### src/rtl/serial_link_pkg.sv
// Shared definitions for the transmisor/receptor serial link: FSM state
// encoding and the default frame geometry both ends must agree on.
package serial_link_pkg;

  localparam int SIZESREG_DEF   = 16;
  localparam int GAP_CYCLES_DEF = 2;

  typedef enum logic [1:0] {
    ST_IDLE  = 2'd0,
    ST_SHIFT = 2'd1,
    ST_GAP   = 2'd2
  } st_t;

endpackage

### src/rtl/transmisor_if.sv
// Parallel-side handshake plus serial link outputs of the transmisor.
// slave = the transmisor itself, master = the parallel source / observer.
interface transmisor_if #(
    parameter int SIZESREG = 16
) ();
    // start is accepted on a rising CLK edge where start=1 and ready=1;
    // data_in is sampled only on that edge, and done pulses once per frame.
    logic [SIZESREG-1:0] data_in;
    logic                start;
    logic                ready;
    logic                enable_out;
    logic                signal_out;
    logic                done;

    modport master (
        output data_in, start,
        input  ready, enable_out, signal_out, done
    );

    modport slave (
        input  data_in, start,
        output ready, enable_out, signal_out, done
    );
endinterface

### src/rtl/transmisor_piso.sv
// Parallel-load / serial-out register. serial_next is the bit that sits at the
// serial end after the operation requested this cycle, so the caller can register it.
module transmisor_piso #(
    parameter int WIDTH = 16
) (
    input  logic             CLK,
    input  logic             RST_N,
    input  logic             load,
    input  logic             shift,
    input  logic             lsb_first,
    input  logic [WIDTH-1:0] par_in,
    output logic             serial_next
);
    logic [WIDTH-1:0] tx_reg;

    always_ff @(posedge CLK or negedge RST_N) begin
        if (!RST_N) begin
            tx_reg <= '0;
        end else if (load) begin
            tx_reg <= par_in;
        end else if (shift) begin
            if (lsb_first) tx_reg <= {1'b0, tx_reg[WIDTH-1:1]};
            else           tx_reg <= {tx_reg[WIDTH-2:0], 1'b0};
        end
    end

    always_comb begin
        serial_next = 1'b0;
        if (load)       serial_next = lsb_first ? par_in[0] : par_in[WIDTH-1];
        else if (shift) serial_next = lsb_first ? tx_reg[1] : tx_reg[WIDTH-2];
        else            serial_next = lsb_first ? tx_reg[0] : tx_reg[WIDTH-1];
    end
endmodule

### src/rtl/transmisor.sv
// Serializes a parallel word onto an enable/signal pair for the receptor.
// Define TRANSMISOR_LSB_FIRST_EN to send LSB first instead of MSB first.
module transmisor
    import serial_link_pkg::*;
#(
    parameter int SIZESREG   = SIZESREG_DEF,
    parameter int GAP_CYCLES = GAP_CYCLES_DEF
) (
    input  logic         CLK,
    input  logic         RST_N,
    transmisor_if.slave  bus,
    output st_t          state_dbg
);
    localparam int BW = $clog2(SIZESREG);
    localparam int GW = (GAP_CYCLES > 1) ? $clog2(GAP_CYCLES) : 1;
    localparam logic [BW-1:0] BIT_LAST = BW'(SIZESREG - 1);
    localparam logic [GW-1:0] GAP_LAST = GW'(GAP_CYCLES - 1);

`ifdef TRANSMISOR_LSB_FIRST_EN
    localparam logic LSB_FIRST = 1'b1;
`else
    localparam logic LSB_FIRST = 1'b0;
`endif

    st_t           state, state_n;
    logic [BW-1:0] bit_cnt, bit_cnt_n;
    logic [GW-1:0] gap_cnt, gap_cnt_n;
    logic          load, shift, serial_next;

    transmisor_piso #(.WIDTH(SIZESREG)) u_piso (
        .CLK         (CLK),
        .RST_N       (RST_N),
        .load        (load),
        .shift       (shift),
        .lsb_first   (LSB_FIRST),
        .par_in      (bus.data_in),
        .serial_next (serial_next)
    );

    always_comb begin
        state_n   = state;
        bit_cnt_n = bit_cnt;
        gap_cnt_n = gap_cnt;
        load      = 1'b0;
        shift     = 1'b0;
        case (state)
            ST_IDLE: begin
                if (bus.start) begin
                    state_n   = ST_SHIFT;
                    bit_cnt_n = '0;
                    load      = 1'b1;
                end
            end
            ST_SHIFT: begin
                if (bit_cnt == BIT_LAST) begin
                    state_n   = ST_GAP;
                    gap_cnt_n = '0;
                end else begin
                    bit_cnt_n = bit_cnt + 1'b1;
                    shift     = 1'b1;
                end
            end
            ST_GAP: begin
                if (gap_cnt == GAP_LAST) state_n = ST_IDLE;
                else                     gap_cnt_n = gap_cnt + 1'b1;
            end
            default: begin
                state_n   = ST_IDLE;
                bit_cnt_n = '0;
                gap_cnt_n = '0;
            end
        endcase
    end

    // Outputs are registered from the next state so they line up with it.
    always_ff @(posedge CLK or negedge RST_N) begin
        if (!RST_N) begin
            state          <= ST_IDLE;
            bit_cnt        <= '0;
            gap_cnt        <= '0;
            bus.ready      <= 1'b1;
            bus.enable_out <= 1'b0;
            bus.signal_out <= 1'b0;
            bus.done       <= 1'b0;
        end else begin
            state          <= state_n;
            bit_cnt        <= bit_cnt_n;
            gap_cnt        <= gap_cnt_n;
            bus.ready      <= (state_n == ST_IDLE);
            bus.enable_out <= (state_n == ST_SHIFT);
            bus.signal_out <= (state_n == ST_SHIFT) && serial_next;
            bus.done       <= (state_n == ST_GAP) && (gap_cnt_n == GAP_LAST);
        end
    end

    assign state_dbg = state;
endmodule

### src/flat_wrapper.sv
// flat-port wrapper written by rule: the top's interface ports become plain ports
module transmisor_flat import serial_link_pkg::*;
#(
    parameter int SIZESREG   = SIZESREG_DEF,
    parameter int GAP_CYCLES = GAP_CYCLES_DEF
)
  (CLK, RST_N, state_dbg, bus_data_in, bus_start, bus_ready, bus_enable_out, bus_signal_out, bus_done);
  transmisor_if #(.SIZESREG(SIZESREG)) bus_i ();
  input  logic CLK;
  input  logic RST_N;
  output st_t state_dbg;
  input wire logic [$bits(bus_i.data_in)-1:0] bus_data_in;
  input wire logic [$bits(bus_i.start)-1:0] bus_start;
  output wire logic [$bits(bus_i.ready)-1:0] bus_ready;
  output wire logic [$bits(bus_i.enable_out)-1:0] bus_enable_out;
  output wire logic [$bits(bus_i.signal_out)-1:0] bus_signal_out;
  output wire logic [$bits(bus_i.done)-1:0] bus_done;
  assign bus_i.data_in = bus_data_in;
  assign bus_i.start = bus_start;
  assign bus_ready = bus_i.ready;
  assign bus_enable_out = bus_i.enable_out;
  assign bus_signal_out = bus_i.signal_out;
  assign bus_done = bus_i.done;
  transmisor #(.SIZESREG(SIZESREG), .GAP_CYCLES(GAP_CYCLES)) u_core (.CLK(CLK), .RST_N(RST_N), .bus(bus_i), .state_dbg(state_dbg));
endmodule
### config.mk
export PLATFORM = sky130hd
export DESIGN_NAME = transmisor_flat
export DESIGN_NICKNAME = d
export VERILOG_FILES = /design/src/rtl/serial_link_pkg.sv /design/src/rtl/transmisor_if.sv /design/src/rtl/transmisor_piso.sv /design/src/rtl/transmisor.sv /design/src/flat_wrapper.sv
export SDC_FILE = /design/constraint.sdc
export NUM_CORES = 1
export LEC_CHECK = 0
export ABC_AREA = 1
export CAP_MARGIN = 25
export CELL_PAD_IN_SITES_DETAIL_PLACEMENT = 0
export CELL_PAD_IN_SITES_GLOBAL_PLACEMENT = 1
export CORE_AREA = 2 2 64 66
export DETAILED_ROUTE_END_ITERATION = 7
export DIE_AREA = 0 0 66 68
export PLACE_DENSITY_LB_ADDON = 0.1
export SETUP_SLACK_MARGIN = 0.2
export SLEW_MARGIN = 5
export SYNTH_ARGS = -nofsm -noshare
export SYNTH_HDL_FRONTEND = slang
export SYNTH_SLANG_ARGS = --single-unit
### constraint.sdc
create_clock -name CLK -period 1.3 [get_ports CLK]
set_input_delay 0.195 -clock CLK [delete_from_list [all_inputs] [get_ports CLK]]
set_output_delay 0.195 -clock CLK [all_outputs]
set_load 0.05 [all_outputs]
==> flow_summary_export.csv <==
group,metric,value,unit
synth,synth_area,0.00120,mm2
worst_setup_path,critPathMaxStageDelay,420,ps
synth,yosysSeqAreaShare,54.4,%
timing,whs,280,ps
synth,synth_top_family_by_area,"simple AND/OR/NAND/NOR gates",
pwr,p_leak,0.000764,uW
timing,fin_worst_skew,7.09,ps
timing,drv_slew,0,
grt,grt_pass1_wl,4.74,mm
worst_setup_path,end_kind,"flip-flop",
worst_setup_path,slowest_stage,"dfrtp_1",
worst_setup_path,crit_buf_inv,1,
synth,ys_types,22,
grt,grt_max_degree,27,
placement,dpl.hpwl,1.86,mm
run,max_cap_viol_count,0,
layout,drive_above_1_share,22.1,%
layout,antenna_cells,0,
detailed_routing,wire_per_inst,13.3,um
pwr,power_frac_clock,12.3,%
clocking,clk_pin_slew,90,ps
synth,synth_area_per_cell,9.21,um2
timing,fmax,0.817,GHz
clocking,ctsHtreeMaxLevel,1,
worst_setup_path,critPathRequiredTime,1490,ps
synth,synth_warnings,0,
pwr,p_sw_share,40.2,%
timing,rsz0062_at_grt,"true",
floorplan,core,0.00386,mm2
pwr,total_power,3790,uW
synth,synthCells,130,
detailed_routing,drt-initial-drc-count,68,
pwr,p_seq_share,37.6,%
timing,tightest_slew,235,ps
clocking,clock-sinks,26,
grt,grt_pass1_vias,970,
status,status,"complete, no violations",
floorplan,rows,23,
worst_setup_path,critPathMaxFanout,18,
placement,portBuffers,24,
layout,largest_reg_flops,15,
pwr,internal_power,2270,uW
timing,fin_crit_sh,94.2,%
grt,grt_antenna_before_repair,0,
layout,final_cell_area,0.00173,mm2
timing,hold_violations,0,
pwr,switchingPower,1520,uW
clocking,clk-insertion-delay-late,270,ps
detailed_routing,drc,0,
synth,yosys.area_share.simple,35.6,%
detailed_routing,firstDrtPassIters,4,
clocking,cts-root-buf,"clkbuf_8",
clocking,cts_made_buffers,3,
layout,fin_util,44.8,%
synth,synth-adder-area-share,1.04,%
worst_setup_path,cp_cell_sequence,"ha_4 > nand3_4 > nand2_8 > buf_4 > o211ai_2",
placement,dpl_cell_area,0.00162,mm2
detailed_routing,via_per_inst,4.85,
pwr,comb_power_share,50.1,%
synth,syn_nets,150,
worst_setup_path,arrival,1420,ps
worst_setup_path,crit_family,"flip-flops",
floorplan,chipWidth,66,um
pwr,peakVddDrop,669,uV
clocking,cts_tree,"done",
worst_setup_path,start_kind,"flip-flop",
layout,final_nets,184,
placement,gp_congestion,0.778,
timing,relSlewSlack,84.3,%
pwr,p_per_area,2190,mW/mm2
synth,synthMuxAreaShare,0,%
grt,overflow,0,
worst_hold_path,hp-class,"in -> async",
timing,setup_viol,0,
grt,grtUsageTotal,14.1,%
floorplan,die_y,68,um
worst_setup_path,worstSetupPathType,"reg -> reg",
synth,yosys.area_share.xor_xnor,0,%
detailed_routing,vias,1033,
clocking,clockBufferDepth,2,
floorplan,fp.dieArea,0.00449,mm2
floorplan,ios,25,
floorplan,start_util,31.1,%
synth,ys_ff_latch,26,
layout,area_growth,44.2,%
timing,period_minus_slack,1220,ps
synth,synth_compound_area_share,4.28,%
detailed_routing,detail-route-antenna-nets,0,
detailed_routing,drt-total-wl,2.83,mm
cell usage after synthesis, drive strengths merged:
master	count	area share, %
nand4	1	0.52
o21ai	4	2.3
o22ai	1	0.52
buf	5	3.0
nand3	47	22
dfstp	1	2.2
inv	5	1.6
or2	1	0.52
nor2	4	1.9
nand2	33	11
o211ai	1	1.0
dfrtp	25	52
a21oi	1	0.42
ha	1	1.0
per-stage QoR:
step	instances	TNS (ps)	worst slack (ps)
final	213	0	75.8
after global placement	207	-1250	-94.4
after CTS	212	0	59.3
after global routing	213	0	9.46
after floorplan	130	-100	-16.7
after detailed placement	207	-1610	-132
final timing paths:
| kind | from | to | slack, ps | cells after the start |
|---|---|---|---|---|
| min in group CLK | bus_data_in[0] | u_core.u_piso.tx_reg[0] | 470 | 3 |
| max in group asynchronous | RST_N | u_core.bus.ready | 800 | 2 |
| hold reg to reg | u_core.gap_cnt | u_core.bus.done | 480 | 1 |
| setup / recovery | u_core.bit_cnt[1] | u_core.u_piso.tx_reg[1] | 80 | 5 |
| setup reg to reg | u_core.bit_cnt[1] | u_core.u_piso.tx_reg[1] | 80 | 5 |
| hold / removal | RST_N | u_core.gap_cnt | 280 | 2 |
what timing repair did:
item | in CTS | in global routing
resized for setup | 5 | 5
endpoints found under the setup margin | 27 | 28
gates cloned | 1 | 0
pin swaps | 1 | 1
hold buffers | 0 | 0
buffers inserted | 0 | 1
power by group through the flow:
stage | clock [uW] | sequential, uW | combinational [uW]
after floorplan | 0 | 1600 | 974
after global placement | 0 | 1430 | 1760
after detailed placement | 0 | 1440 | 1790
after CTS | 486 | 1430 | 1870
after global routing | 536 | 1470 | 2100
final | 467 | 1420 | 1900
metal layers:
layer	vias to the layer above	wire length (um)	global-route usage (%)
li1	510	-	-
met1	500	1260	18.5
met5	-	0	0
met3	2	122	2.63
met2	21	1440	23.9
met4	0	19	4.59
layout by cell type, fill, tap and decap left out, drive strengths merged:
master / Yosys / routed
inv: 5 / 5
nor2: 4 / 4
nand4: 1 / 1
clkdlybuf4s50: 0 / 18
a21oi: 1 / 1
o211ai: 1 / 1
or2: 1 / 1
ha: 1 / 1
clkbuf: 0 / 4
dfstp: 1 / 1
buf: 5 / 15
o21ai: 4 / 4
dfrtp: 25 / 25
nand3: 47 / 48
o22ai: 1 / 1
nand2: 33 / 33
layout make-up:
type / instances / area [um2]
fillers: 387 / 2130
flip-flops and latches: 26 / 654
multi-input cells: 95 / 538
repair buffers: 33 / 395
well taps: 50 / 62.6
clock buffers: 4 / 45.0
inverters: 5 / 31.3
cell families after synthesis:
logic type,after synthesis
buffers and inverters,10
DFF,26
adders and majority gates,1
and+or+nand+nor,86
AOI/OAI and AO/OA,7
worst register-to-register path, delay by kind of cell, from the launching register on:
kind | cells | cell delay (ps)
AND/OR/NAND/NOR | 2 | 260
adder cells (fa/ha/maj) | 1 | 190
AO/OA/AOI/OAI | 1 | 120
flip-flops | 1 | 420
buffers and inverters | 1 | 160
Note: power is estimated with default switching activity, not from simulation.
